**config.mk**
```make
export PLATFORM = sky130hd
export DESIGN_NAME = tx_control
export DESIGN_NICKNAME = d
export VERILOG_FILES = /design/src/rtl/uart_pkg.sv /design/src/rtl/tx_control_byte_serializer.sv /design/src/rtl/tx_control.sv
export SDC_FILE = /design/constraint.sdc
export NUM_CORES = 1
export LEC_CHECK = 0
export BUFFER_PORTS_ARGS = -buffer_cell sky130_fd_sc_hd__buf_2
export CORE_AREA = 2 2 53 55
export DETAILED_ROUTE_END_ITERATION = 12
export DIE_AREA = 0 0 55 57
export PLACE_DENSITY = 0.83
export SLEW_MARGIN = 20
export SYNTH_ARGS = -nofsm -noshare
export SYNTH_HDL_FRONTEND = slang
export SYNTH_SLANG_ARGS = --single-unit
```
**constraint.sdc**
```tcl
create_clock -name i_clk -period 2.7 [get_ports i_clk]
set_clock_uncertainty 0.2 [all_clocks]
set_input_delay 0.27 -clock i_clk [delete_from_list [all_inputs] [get_ports i_clk]]
set_output_delay 0.27 -clock i_clk [all_outputs]
set_load 0.02 [all_outputs]
```
**src/rtl/uart_pkg.sv**
```systemverilog
// Shared types and constants for the UART calculator datapath: byte width,
// controller state enums and a helper for sizing byte counters.
package uart_pkg;

  localparam int BYTE_W = 8;

  typedef enum logic [2:0] {
    IDLE,
    LOAD,
    SEND,
    WAIT_BUSY,
    WAIT_IDLE,
    DONE
  } tx_ctrl_state_t;

  typedef enum logic [2:0] {
    RX_IDLE,
    RX_WAIT_BYTE,
    RX_STORE,
    RX_NEXT,
    RX_TRIGGER
  } rx_ctrl_state_t;

  // A byte counter is never narrower than one bit, even for a one-byte result.
  function automatic int idxWidth(input int nBytes);
    return (nBytes <= 2) ? 1 : $clog2(nBytes);
  endfunction

endpackage

```
**src/rtl/tx_control_byte_serializer.sv**
```systemverilog
// Parallel-load register that hands out a wide word one byte at a time,
// least significant byte first.
module byte_serializer
  import uart_pkg::*;
#(
  parameter int N_BYTES = 2
) (
  input  logic                      i_clk,
  input  logic                      i_reset,
  input  logic                      i_load,
  input  logic                      i_shift,
  input  logic [BYTE_W*N_BYTES-1:0] i_data,
  output logic [BYTE_W-1:0]         o_cur_byte
);

  logic [BYTE_W*N_BYTES-1:0] r_shift;

  always_ff @(posedge i_clk) begin
    if (!i_reset) begin
      r_shift <= '0;
    end else if (i_load) begin
      r_shift <= i_data;
    end else if (i_shift) begin
      r_shift <= r_shift >> BYTE_W;
    end
  end

  assign o_cur_byte = r_shift[BYTE_W-1:0];

endmodule

```
**src/rtl/tx_control.sv**
```systemverilog
// Transmit sequencer: captures the ALU result on a trigger and feeds it to
// UART_tx byte by byte with a start/busy handshake, then pulses done.
module tx_control
  import uart_pkg::*;
#(
  parameter int N_BYTES = 2
) (
  input  logic                      i_clk,
  input  logic                      i_reset,
  input  logic                      i_trigger,
  input  logic [BYTE_W*N_BYTES-1:0] i_result,
  input  logic                      i_tx_busy,
  output logic                      o_tx_start,
  output logic [BYTE_W-1:0]         o_tx_data,
  output logic                      o_busy,
  output logic                      o_done
);

  localparam int IDX_W = idxWidth(N_BYTES);
  localparam logic [IDX_W-1:0] LAST_IDX = IDX_W'(N_BYTES - 1);

  tx_ctrl_state_t    r_state;
  tx_ctrl_state_t    w_nextState;
  logic [IDX_W-1:0]  r_idx;
  logic [BYTE_W-1:0] r_txData;
  logic              r_busy;
  logic              r_done;
  logic              w_load;
  logic              w_handoff;
  logic              w_advance;
  logic              w_lastByte;
  logic [BYTE_W-1:0] w_curByte;

  assign w_lastByte = (r_idx == LAST_IDX);
  assign w_load     = (r_state == IDLE) && i_trigger;
  assign w_handoff  = (r_state == SEND) && !i_tx_busy;
  assign w_advance  = (r_state == WAIT_IDLE) && !i_tx_busy && !w_lastByte;

  // The serializer steps as soon as a byte is handed off, so the following
  // byte is already sitting at its output when WAIT_IDLE moves on to LOAD.
  byte_serializer #(
    .N_BYTES(N_BYTES)
  ) u_serializer (
    .i_clk     (i_clk),
    .i_reset   (i_reset),
    .i_load    (w_load),
    .i_shift   (w_handoff),
    .i_data    (i_result),
    .o_cur_byte(w_curByte)
  );

  always_comb begin
    w_nextState = r_state;
    case (r_state)
      IDLE:      if (i_trigger) w_nextState = LOAD;
      LOAD:      w_nextState = SEND;
      SEND:      if (!i_tx_busy) w_nextState = WAIT_BUSY;
      WAIT_BUSY: if (i_tx_busy) w_nextState = WAIT_IDLE;
      WAIT_IDLE: if (!i_tx_busy) w_nextState = w_lastByte ? DONE : LOAD;
      DONE:      w_nextState = IDLE;
      default:   w_nextState = IDLE;
    endcase
  end

  // tx_data is written on entry to LOAD so it is stable for the whole LOAD
  // cycle ahead of the start pulse, and it keeps the last byte once idle.
  always_ff @(posedge i_clk) begin
    if (!i_reset) begin
      r_state  <= IDLE;
      r_idx    <= '0;
      r_txData <= '0;
      r_busy   <= 1'b0;
      r_done   <= 1'b0;
    end else begin
      r_state <= w_nextState;
      r_busy  <= (w_nextState != IDLE);
      r_done  <= (w_nextState == DONE);
      if (r_state == IDLE) begin
        r_idx <= '0;
      end else if (w_advance) begin
        r_idx <= r_idx + IDX_W'(1);
      end
      if (w_load) begin
        r_txData <= i_result[BYTE_W-1:0];
      end else if (w_advance) begin
        r_txData <= w_curByte;
      end
    end
  end

  // The start pulse has to answer tx_busy within the same cycle.
  assign o_tx_start = w_handoff;
  assign o_tx_data  = r_txData;
  assign o_busy     = r_busy;
  assign o_done     = r_done;

endmodule

```
# == Word level (Yosys, flattened, before mapping) ==
# Index checks and enable logic that the tools add are counted.
# totals
wordCells,34
inputBits,20
register_bits,30
# classes
addsub,1
reduce_logical,11
n_bitwise,1
muxes,10
eq_ne,5
# ops
op,n
$mux W16,2
$mux W8,2
$mux W3,5
$pmux W3 S5,1
$eq A3 B2 Y1 const B,2
$eq A3 B3 Y1 const B,2
$logic_and A1 B1 Y1,4
$reduce_bool A2 Y1,2
$eq A3 B1 Y1 const B,1
$logic_not A3 Y1,1
$reduce_bool A3 Y1,1
$logic_not A1 Y1,2
$reduce_or A2 Y1,1
$add A1 B1 Y1 const B,1
$not A1 Y1,1

# == Longest topological paths before layout ==
# logic_depth
depth_word,5
depth_mapped,5
ltp_nobuf,3

# == Modules after synthesis ==
# Synthesis repeated with hierarchy kept, for this count alone.
# hier_totals
hier_cells,146
area_unflattened_um2,1544.0
# modules_own_cells
mod,n_inst,seq_area_each_um2,cells_each,area_per_inst_um2
byte_serializer,1,320.3,78,842.1
tx_control,1,280.3,68,701.9

# == Worst setup path after synthesis ==
# No wires, ideal clock.
# synth_path
kind,reg2reg
from,reg r_state[2]
to,reg u_serializer.r_shift[0]
arrival_time_ps,1339
period_less_slack_ps,1680
stages_incl_launch_ff,6
required_ps,2358
setup_slack_ps,1020
cell_sequence,dfxtp_1 -> buf_2 -> or2_0 -> clkbuf_1 -> nor3_2 -> a211oi_1
# synth_between
elab_chain_cells,3
word_cells_on_any_way,6
cone_classes,1 x eq/ne; 1 x mux; 4 x reduce/logical
# synth_lines
item,line,text
"start, declared",tx_control.sv:22,tx_ctrl_state_t r_state;
"start signal, assigned",tx_control.sv:75,r_state <= w_nextState;
$eq A3 B2 Y1 or $logic_not A3 Y1 (tied branches),"tx_control.sv:36, tx_control.sv:35",
"$logic_and A1 B1 Y1, on equally long branches","tx_control.sv:36, tx_control.sv:35",
$reduce_bool A2 Y1 (no line) or $mux W16 (tied branches),-,
"end signal, assigned",tx_control_byte_serializer.sv:22,r_shift <= i_data;
"end signal, assigned",tx_control_byte_serializer.sv:24,r_shift <= r_shift >> BYTE_W;
"end, declared",tx_control_byte_serializer.sv:16,logic [BYTE_W*N_BYTES-1:0] r_shift;
# Several ways; a longest one is shown, not always the timed one.
# A chain may end at the register's enable or synchronous reset.

# == Worst setup path after layout ==
# layout_path
from,reg r_state[2]
to,out o_tx_start
# layout_between
elab_chain_cells,2
# layout_lines
item,line,text
$eq A3 B2 Y1,tx_control.sv:36,assign w_handoff = (r_state == SEND) && !i_tx_busy;
$logic_and A1 B1 Y1,tx_control.sv:36,
"end, declared",tx_control.sv:13,"output logic o_tx_start,"
# Every way passes these cells.

==> run summary <==
Largest net degree at the start of global routing -> 33
Pins Over Slew Limit -> 0
Synth-to-layout area growth -> 21.42%
HP Class -> input pin to register
H-tree depth -> 2
Share of cells above drive strength 1 -> 24.31%
I/O Pins -> 31
Count leader, synth -> dfxtp_1
Post-synth EDFFs -> 0
DIE AREA -> 3135 um^2
Synth Area in Compound Gates -> 24.14%
Root Driver -> clkbuf_4
Sequential cell area fraction in the yosys report -> 43.56%
Ant. Diodes -> 0
First-pass GRT wire length -> 4961 um
Mux cell area share after synthesis -> 11.62%
Top cells by area, synth -> dfxtp_1 (44%), mux2i_1 (12%), o31ai_1 (5.4%)
Sequential cell area -> 600.6 um^2
Core area -> 2615 um^2
CP Max Fanout -> 11
R2R Setup Slk -> 0.80 ns
YS warnings -> 0
MaxCap Viol Count -> 0
Utilization after layout -> 64.02%
Ys flop type -> dfxtp_1
Clock buffer depth -> 2
Worst-margin pin slew -> 0.6654 ns
Pwr Density -> 672.4 nW/um^2
Initial core utilization -> 52.73%
Async S/R FF share, synth -> 0%
Synth Area in XOR/XNOR -> 0%
Sequential group share of total power -> 46.1%
Main combinational cell family by area after synthesis -> compound AO/OA/AOI/OAI gates
DR WL/cell -> 14.04 um
Routed Antenna Nets -> 0
Worst r2r src -> r_state[2]$_SDFF_PN0_
Mapped Nets -> 166
CP Data Arrival Time -> 1.59 ns
Net Switching -> 0.0003178 W
Die height -> 57 um
Flops & latches, synth -> 30
Outcome -> complete, no violations
FMAX -> 0.4861 GHz
Final Power -> 0.001126 W
Drt first pass iters -> 4
Clock-pin slew on the worst setup and hold paths -> 0.09 ns
CP Capture Type -> primary output
Final HPWL DP -> 2108 um
Required time of the critical path -> 2.23 ns
Vias -> 1235
Area leader, netlist -> dfxtp_1
Vias in the first global route -> 1184
Hold WS -> 0.03686 ns
Startpoint types -> register
Clk sink count -> 30
Combinational power share -> 21.5%
RSZ-0062 raised after global routing -> false
Setup_tns -> 0 ns
1st-iter DRT viols -> 30
Max_slew headroom -> 55.37%
CTS tree -> yes
Clk_lat worst skew -> 0.33 ns
FILL cells -> 238
Int Power -> 0.0008078 W
Layout net count -> 201
Critical Path Sink -> o_tx_start
Placed inst area -> 1513 um^2
DRC errors left -> 0
Reg2reg path depth -> 4
Net Sw Frac -> 28.24%
Final Wtd Congestion -> 0.7529
Port-buffer cells -> 30
Total track usage -> 21.54%
Routed WL -> 2977 um
Tcrit/Tclk final -> 76.20%
Synthesized area -> 1379 um^2
Unique cell type count in the Yosys netlist -> 31
Final Hold Vio Count -> 0
Launch point of the worst path -> r_state[2]$_SDFF_PN0_
Post-Synth Simple-Gate Area -> 15.34%
Clk pwr share -> 32.5%
Die width -> 55 um
Final setup fails -> 0
Num CTS Buffers -> 5
Worst reg2reg path endpoint -> o_tx_data[1]$_SDFFE_PN0P_
Worst setup path category -> register to primary output
Worst VDD drop -> 0.5130 mV
LEAKAGE -> 0.7116 nW
Gr ovfl total -> 0
Post-synth top area share -> 43.56%
Vias per cell -> 5.825
Adder-Cell Fraction of Synth Area -> 0%
Commonest cells post-synth -> dfxtp_1 (30), mux2i_1 (16), nor2_1 (15)
Syn Area/Cell -> 9.444 um^2
Row cnt -> 19
Area taken by multi-input logic gates -> 704.4 um^2
Cells after Synth -> 146
Antenna violations before repair -> 0
Fin crit period -> 2.057 ns
Final Cell Area -> 1674 um^2
==> area by class of cell <==
| type | count | share of cell area (%) |
|---|---|---|
| sequential | 30 | 35.87 |
| multi-input combinational | 102 | 42.08 |
| timing repair buffer | 39 | 14.20 |
| clock buffer | 6 | 3.064 |
| clock inverter | 1 | 1.794 |
| tap | 31 | 2.317 |
| inverter | 3 | 0.6726 |
==> critical path, cell delays in order, from the launching register on <==
cell and delay, ns:
dfxtp_1 0.43, nor2_1 0.47, and2_1 0.20, buf_2 0.16
==> logic make-up (layout without fill, tap and decap cells) <==
family,count (synthesis),count (layout)
compound gates,46,46
simple gates,40,40
flops,30,30
mux,16,16
buf+inv,14,49
==> stage by stage <==
| step | setup slack (ns) | instances |
|---|---|---|
| CTS | 0.6442 | 212 |
| floorplan | 1.020 | 146 |
| global route | 0.5408 | 212 |
| finish | 0.6427 | 212 |
| detailed placement | 0.8165 | 197 |
| global placement | 0.8955 | 197 |
==> per-layer routing <==
layer	part of all wire [%]	track usage (%)	vias to the layer above
met4	1.5	8.362	0
met2	49	35.37	37
met1	44	26.47	578
met5	0	0	-
met3	5.3	5.497	6
li1	-	-	614
==> cell usage in the layout (no fill, tap or decap), drive strengths merged <==
| cell | synthesis | final |
|---|---|---|
| clkbuf | 5 | 6 |
| o221a | 1 | 1 |
| nand2 | 10 | 10 |
| nand2b | 2 | 2 |
| buf | 6 | 31 |
| nor2b | 1 | 1 |
| or3b | 1 | 1 |
| nor3 | 1 | 1 |
| a221oi | 8 | 8 |
| and2 | 2 | 2 |
| a31oi | 8 | 8 |
| or2 | 3 | 3 |
| nor4b | 1 | 1 |
| inv | 2 | 2 |
| dlygate4sd3 | 0 | 8 |
| mux2i | 16 | 16 |
| nor2 | 15 | 15 |
| o32a | 1 | 1 |
| nand3 | 2 | 2 |
| o211ai | 1 | 1 |
| dfxtp | 30 | 30 |
| o31ai | 10 | 10 |
| a211oi | 8 | 8 |
| bufinv | 0 | 1 |
| nand3b | 1 | 1 |
| a21oi | 9 | 9 |
| clkinv | 1 | 1 |
| nor3b | 1 | 1 |
==> sequential cells by signal, indices dropped and copies added, names as in the netlist <==
register	count
r_state	3
o_tx_data	8
r_idx	1
o_busy	1
u_serializer.r_shift	16
o_done	1
==> worst min path at each step <==
stage | cells past startpoint | to | slack, ns | startpoint
2_1_floorplan | 2 | u_serializer.r_shift[10]$_SDFFE_PN0P_ | 0.21 | i_result[10]
3_3_place_gp | 2 | u_serializer.r_shift[8]$_SDFFE_PN0P_ | 0.26 | u_serializer.r_shift[8]$_SDFFE_PN0P_
3_5_place_dp | 2 | u_serializer.r_shift[14]$_SDFFE_PN0P_ | 0.26 | u_serializer.r_shift[14]$_SDFFE_PN0P_
4_1_cts | 2 | r_idx$_SDFFE_PP0P_ | 0.03 | i_reset
5_1_grt | 2 | r_idx$_SDFFE_PP0P_ | 0.03 | i_reset
6_report | 2 | r_idx$_SDFFE_PP0P_ | 0.04 | i_reset
==> what timing repair did <==
item,in CTS,in global routing
setup buffers,0,0
resized for setup,0,0
hold endpoints to repair,8,0
hold buffers,8,0
setup endpoints to repair,0,0
==> power by group through the flow <==
| stage | Sequential (W) | Clock (W) | Combinational (W) |
|---|---|---|---|
| finish | 0.000518 | 0.000365 | 0.000242 |
| global placement | 0.000526 | 0 | 0.000223 |
| floorplan | 0.000538 | 0 | 0.000164 |
| detailed placement | 0.000528 | 0 | 0.000232 |
| global route | 0.000525 | 0.000384 | 0.000264 |
| CTS | 0.000518 | 0.000369 | 0.000243 |
Power figures use the tool's default switching activity.
